File: config.mk
export PLATFORM = sky130hd
export DESIGN_NAME = dac_burst_scheduler
export DESIGN_NICKNAME = d
export VERILOG_FILES = /design/src/rtl/mem_layout_pkg.sv /design/src/rtl/gap_timer.sv /design/src/rtl/dac_burst_scheduler.sv
export SDC_FILE = /design/constraint.sdc
export NUM_CORES = 1
export LEC_CHECK = 0
export ABC_AREA = 1
export CELL_PAD_IN_SITES_DETAIL_PLACEMENT = 0
export CELL_PAD_IN_SITES_GLOBAL_PLACEMENT = 2
export CORE_ASPECT_RATIO = 0.9
export CORE_MARGIN = 4
export CORE_UTILIZATION = 32
export CTS_BUF_LIST = sky130_fd_sc_hd__clkbuf_8
export DETAILED_ROUTE_END_ITERATION = 10
export PLACE_DENSITY = 0.95
export SYNTH_ARGS = -nofsm -noshare
export SYNTH_HDL_FRONTEND = slang
export SYNTH_SLANG_ARGS = --single-unit
File: constraint.sdc
create_clock -name clk -period 4.6 [get_ports clk]
set_input_delay 0.46 -clock clk [delete_from_list [all_inputs] [get_ports clk]]
set_output_delay 0.46 -clock clk [all_outputs]
set_load 0.01 [all_outputs]
File: src/rtl/mem_layout_pkg.sv
// rtl/mem_layout_pkg.sv - shared widths and state encoding for the DAC burst scheduler
package mem_layout_pkg;

  localparam int DEF_BURST_W = 16;
  localparam int DEF_GAP_W   = 16;
  localparam int DEF_REP_W   = 8;

  typedef enum logic [1:0] {
    ST_IDLE = 2'd0,
    ST_ARM  = 2'd1,
    ST_RUN  = 2'd2,
    ST_GAP  = 2'd3
  } sched_state_t;

endpackage

File: src/rtl/gap_timer.sv
// rtl/gap_timer.sv - inter-burst idle down-counter; expired marks the last idle cycle
module gap_timer
  import mem_layout_pkg::*;
#(
  parameter int GAP_W = DEF_GAP_W
) (
  input  logic             clk,
  input  logic             rstn,
  input  logic             load,
  input  logic             enable,
  input  logic [GAP_W-1:0] gap,
  output logic             expired
);

  logic [GAP_W-1:0] count;

  always_ff @(posedge clk) begin
    if (!rstn) begin
      count <= '0;
    end else if (load) begin
      count <= gap;
    end else if (enable && (count != '0)) begin
      count <= count - GAP_W'(1);
    end
  end

  // Loaded with gap on entry, so a value of 1 means this is the final idle cycle.
  assign expired = (count <= GAP_W'(1));

endmodule

File: src/rtl/dac_burst_scheduler.sv
// rtl/dac_burst_scheduler.sv - gates DAC batches into bursts separated by idle gaps
module dac_burst_scheduler
  import mem_layout_pkg::*;
#(
  parameter int BURST_W = DEF_BURST_W,
  parameter int GAP_W   = DEF_GAP_W,
  parameter int REP_W   = DEF_REP_W
) (
  input  logic               clk,
  input  logic               rstn,
  input  logic               cfg_valid,
  output logic               cfg_rdy,
  input  logic [BURST_W-1:0] cfg_burst_size,
  input  logic [GAP_W-1:0]   cfg_gap,
  input  logic [REP_W-1:0]   cfg_repeats,
  input  logic               start,
  input  logic               stop,
  input  logic               dac_rdy,
  input  logic               src_valid,
  output logic               gate,
  output logic               halt,
  output logic               busy,
  output logic               done,
  output logic [BURST_W-1:0] batch_count,
  output logic [REP_W-1:0]   burst_count
);

  sched_state_t       state;
  logic [BURST_W-1:0] sh_burst;
  logic [GAP_W-1:0]   sh_gap;
  logic [REP_W-1:0]   sh_rep;

  logic burst_end;
  logic run_complete;
  logic gap_load;
  logic gap_expired;

  assign cfg_rdy = (state == ST_IDLE);
  assign busy    = (state != ST_IDLE);
  assign gate    = (state == ST_RUN);

  assign burst_end    = (state == ST_RUN) && src_valid && (sh_burst != '0) &&
                        (batch_count == (sh_burst - BURST_W'(1)));
  assign run_complete = (sh_rep != '0) && ((burst_count + REP_W'(1)) == sh_rep);
  assign gap_load     = burst_end && !stop && !run_complete && (sh_gap != '0);

  gap_timer #(
    .GAP_W (GAP_W)
  ) u_gap_timer (
    .clk     (clk),
    .rstn    (rstn),
    .load    (gap_load),
    .enable  (state == ST_GAP),
    .gap     (sh_gap),
    .expired (gap_expired)
  );

  always_ff @(posedge clk) begin
    if (!rstn) begin
      sh_burst <= '0;
      sh_gap   <= '0;
      sh_rep   <= '0;
    end else if (cfg_valid && cfg_rdy) begin
      sh_burst <= cfg_burst_size;
      sh_gap   <= cfg_gap;
      sh_rep   <= cfg_repeats;
    end
  end

  always_ff @(posedge clk) begin
    if (!rstn) begin
      state       <= ST_IDLE;
      halt        <= 1'b0;
      done        <= 1'b0;
      batch_count <= '0;
      burst_count <= '0;
    end else begin
      halt <= 1'b0;
      done <= 1'b0;
      unique case (state)
        ST_IDLE: begin
          // A same-cycle stop cancels the start request.
          if (start && !stop) begin
            state       <= ST_ARM;
            burst_count <= '0;
          end
        end
        ST_ARM: begin
          if (stop) begin
            state <= ST_IDLE;
            halt  <= 1'b1;
          end else if (dac_rdy) begin
            state       <= ST_RUN;
            batch_count <= '0;
          end
        end
        ST_RUN: begin
          if (stop) begin
            state <= ST_IDLE;
            halt  <= 1'b1;
          end else if (burst_end) begin
            halt        <= 1'b1;
            batch_count <= '0;
            burst_count <= burst_count + REP_W'(1);
            if (run_complete) begin
              state <= ST_IDLE;
              done  <= 1'b1;
            end else if (sh_gap == '0) begin
              state <= ST_ARM;
            end else begin
              state <= ST_GAP;
            end
          end else if (src_valid) begin
            batch_count <= batch_count + BURST_W'(1);
          end
        end
        ST_GAP: begin
          if (stop) begin
            state <= ST_IDLE;
            halt  <= 1'b1;
          end else if (gap_expired) begin
            state <= ST_ARM;
          end
        end
        default: state <= ST_IDLE;
      endcase
    end
  end

endmodule

==> impl_metrics.toml <==
[timing]
fin_ws_ps = 1680
fmax_ghz = 0.342
slew_headroom_pct = 51.7
setup_viol = 0
finalCritPeriodShare_pct = 63.5
hold_viol = 0
tns_ps = 0
hold_ws_ps = 486
grt_setup_unrepaired = "no"
worst_pin_slew_ps = 720
slew_violations = 0
post-route-min-period_ps = 2920
fin_skew_ps = 7.19

[clocking]
cts_made_buffers = 9
cts.sink_count = 84
post_cts_buffers = 0
root_buffer = "clkbuf_8"
insertion_delay_ps = 380
htreeDepth = 3
tritoncts = "yes"
cts_resized = 0
clockBufferDepth = 2
postCtsHoldBufs = 0
clk_pin_slew_worst_paths_ps = 90

[global_route]
antenna_found_initial = 0
grt_util_all_layers_pct = 17.0
met3_usage_pct = 4.49
use_met1_pct = 25.8
grt.overflow.total = 0
grt_max_degree = 55
grt_pass1_vias = 4740
met2_usage_pct = 24.0
grt_busiest_layer = "met1"
grt_pass1_wl_microns = 24500

[power_and_ir_drop]
leakage_uw = 0.00257
power_switching_uw = 654
internal_power_uw = 1200
pwr-share-comb_pct = 27.6
clockPowerShare_pct = 27.1
vdd_drop_max_mv = 0.203
power_density_nw_per_um2 = 301
swShare_pct = 35.3
seq_power_share_pct = 45.4

[worst_setup_path]
cp.arrival_ps = 3180
required_ps = 4860
path_max_fanout = 31
critPathCaptureType = "flop"
startpoint_type = "flop"
cp-startpoint = "state[0]$_SDFFE_PN0P_"
reg2reg_from = "state[0]$_SDFFE_PN0P_"
crit_type = "reg2reg"

[route]
first_pass_iters = 5
drc = 0
vias = 5011
drtIter0Drc = 277
drtAntennaViolNets = 0
drt_wl_total_microns = 14800
routed_via_density = 4.69
wl_per_cell_microns = 13.8

[logic_synthesis]
synth-seq-cells = 84
synthSimpleGateAreaFrac_pct = 37.9
synth_seq_area_share_pct = 33.1
synth_area_leader_cell = "dfxtp_1"
synthCells = 798
synthMuxAreaShare_pct = 0
syn_avg_cell_area_sq_um = 6.36
synth_compound_area_share_pct = 12.2
synth_fp_nets = 855
synth-xor-area-share_pct = 5.52
synth_top_area_share_pct = 33.1
synth-adder-area-share_pct = 2.47
synth.area.top_cells = "dfxtp_1 33%, nand2_1 13%, nor2_1 9.6%, nand3_1 7.2%, inv_1 6.1%"
syn_area_sq_um = 5070
synth_top_family_by_area = "simple AND/OR/NAND/NOR gates"
yosys_warnings = 0
ys_types = 38

[layout]
diodes = 0
mostFrequentLayoutCell = "nand2_1"
fin_cells = 1068
nets = 919
post-route-util_pct = 39.7
area_growth_syn_to_layout_pct = 21.2
drive_gt1_share_pct = 4.97
mostFrequentLayoutCells = "180 x nand2_1, 130 x nor2_1, 84 x dfxtp_1"
fill_cells = 1706

[min_path]
min_path_type = "reg2reg"
hp-start = "sh_gap[11]$_SDFFE_PN0P_"

[die]
num_rows = 43
die_w_microns = 141
initial_core_util_pct = 32.8
die_h_microns = 127
core_area_sq_um = 15500
die_area_sq_um = 17900
io_pins = 76

[place]
globalplace.congestion = 0.832
dpl.cell_count = 1053
hpwlAfterDp_microns = 10900
dp_slack_ps = 1640
io_buffers = 75

[job]
cap_violations = 0

[status]
status = "finished clean"
## power groups by stage
stage | clock network [uW] | logic, uW | registers, uW
after floorplan | 0 | 338 | 847
after global placement | 0 | 511 | 858
after detailed placement | 0 | 511 | 857
after CTS | 523 | 514 | 841
after global routing | 553 | 588 | 852
final | 502 | 511 | 841
## per-layer routing
layer | up-vias | routed length (microns)
met4 | 0 | 196
met1 | 2222 | 8060
met2 | 83 | 5920
met3 | 16 | 580
li1 | 2690 | -
met5 | - | 0
## state kept, by name, indices dropped and copies added (netlist names), 2 cells and up
name / count
state: 2
burst_count: 8
sh_rep: 8
u_gap_timer.count: 16
batch_count: 16
sh_gap: 16
sh_burst: 16
## cells by family (layout without fill, tap and decap cells)
| group | count (synthesis) | in the layout |
|---|---|---|
| simple gates | 440 | 440 |
| compound gates | 120 | 120 |
| buf+inv | 112 | 180 |
| flops | 84 | 84 |
| xor+xnor | 32 | 32 |
| fa+ha+maj | 10 | 10 |
## cell type report
cell class	instances	area [sq um]	area share, %
clock buffer	11	151	2.46
clock inverter	4	25.0	0.407
inverter	88	332	5.39
multi-input combinational	602	2950	47.9
sequential	84	1680	27.3
tap	202	253	4.11
timing repair buffer	77	761	12.4
## synthesized netlist by cell type
library cell / instances
o21ai_1: 1
nor2_2: 4
clkbuf_1: 14
o21a_1: 1
a21oi_1: 52
nand2_2: 4
inv_1: 83
nand3_2: 3
nor4_1: 4
nor3_2: 2
a21boi_2: 1
buf_4: 1
nor3_1: 14
nand2_4: 1
o21bai_1: 1
o21ai_0: 60
clkinv_2: 1
ha_1: 10
nand2_1: 181
or2_2: 1
nand3_1: 73
nor2b_1: 1
nor4_2: 1
nor2_1: 130
nand4_1: 9
inv_2: 3
xor2_1: 24
buf_2: 6
buf_1: 1
a31oi_1: 3
nand3b_1: 8
nor3b_1: 1
dfxtp_1: 84
clkinv_1: 1
nor2_4: 3
xnor2_1: 8
buf_6: 2
o31ai_1: 1
## worst max-delay path: stages (launching register included)
cell	delay, ps
dfxtp_1	340
inv_1	110
ha_1	450
nand2_1	110
nor2_1	120
nand3_1	100
nor2_1	110
nand2_1	60
nor2_1	80
nand2_1	50
nor2_1	90
nand2_1	90
nor2_4	420
nand2_4	320
nand2_1	170
nor2_1	50
nor2_1	80
nor2_1	40
## stage by stage
stage	power, uW	instance area, sq um
2_1_floorplan	1190	5070
3_3_place_gp	1370	5970
3_5_place_dp	1370	5970
4_1_cts	1880	6150
5_1_grt	1990	6150
6_report	1850	6150
## path summary, 6_finish.rpt
| path | endpoint | slack [ps] | cells after the start |
|---|---|---|---|
| setup / recovery | u_gap_timer.count[15]$_SDFFE_PN0P_ | 1680 | 17 |
| hold / removal | sh_gap[11]$_SDFFE_PN0P_ | 490 | 2 |
| setup reg to reg | u_gap_timer.count[15]$_SDFFE_PN0P_ | 1680 | 17 |
| hold reg to reg | sh_gap[11]$_SDFFE_PN0P_ | 490 | 2 |
Note: power is estimated with default switching activity, not from simulation.
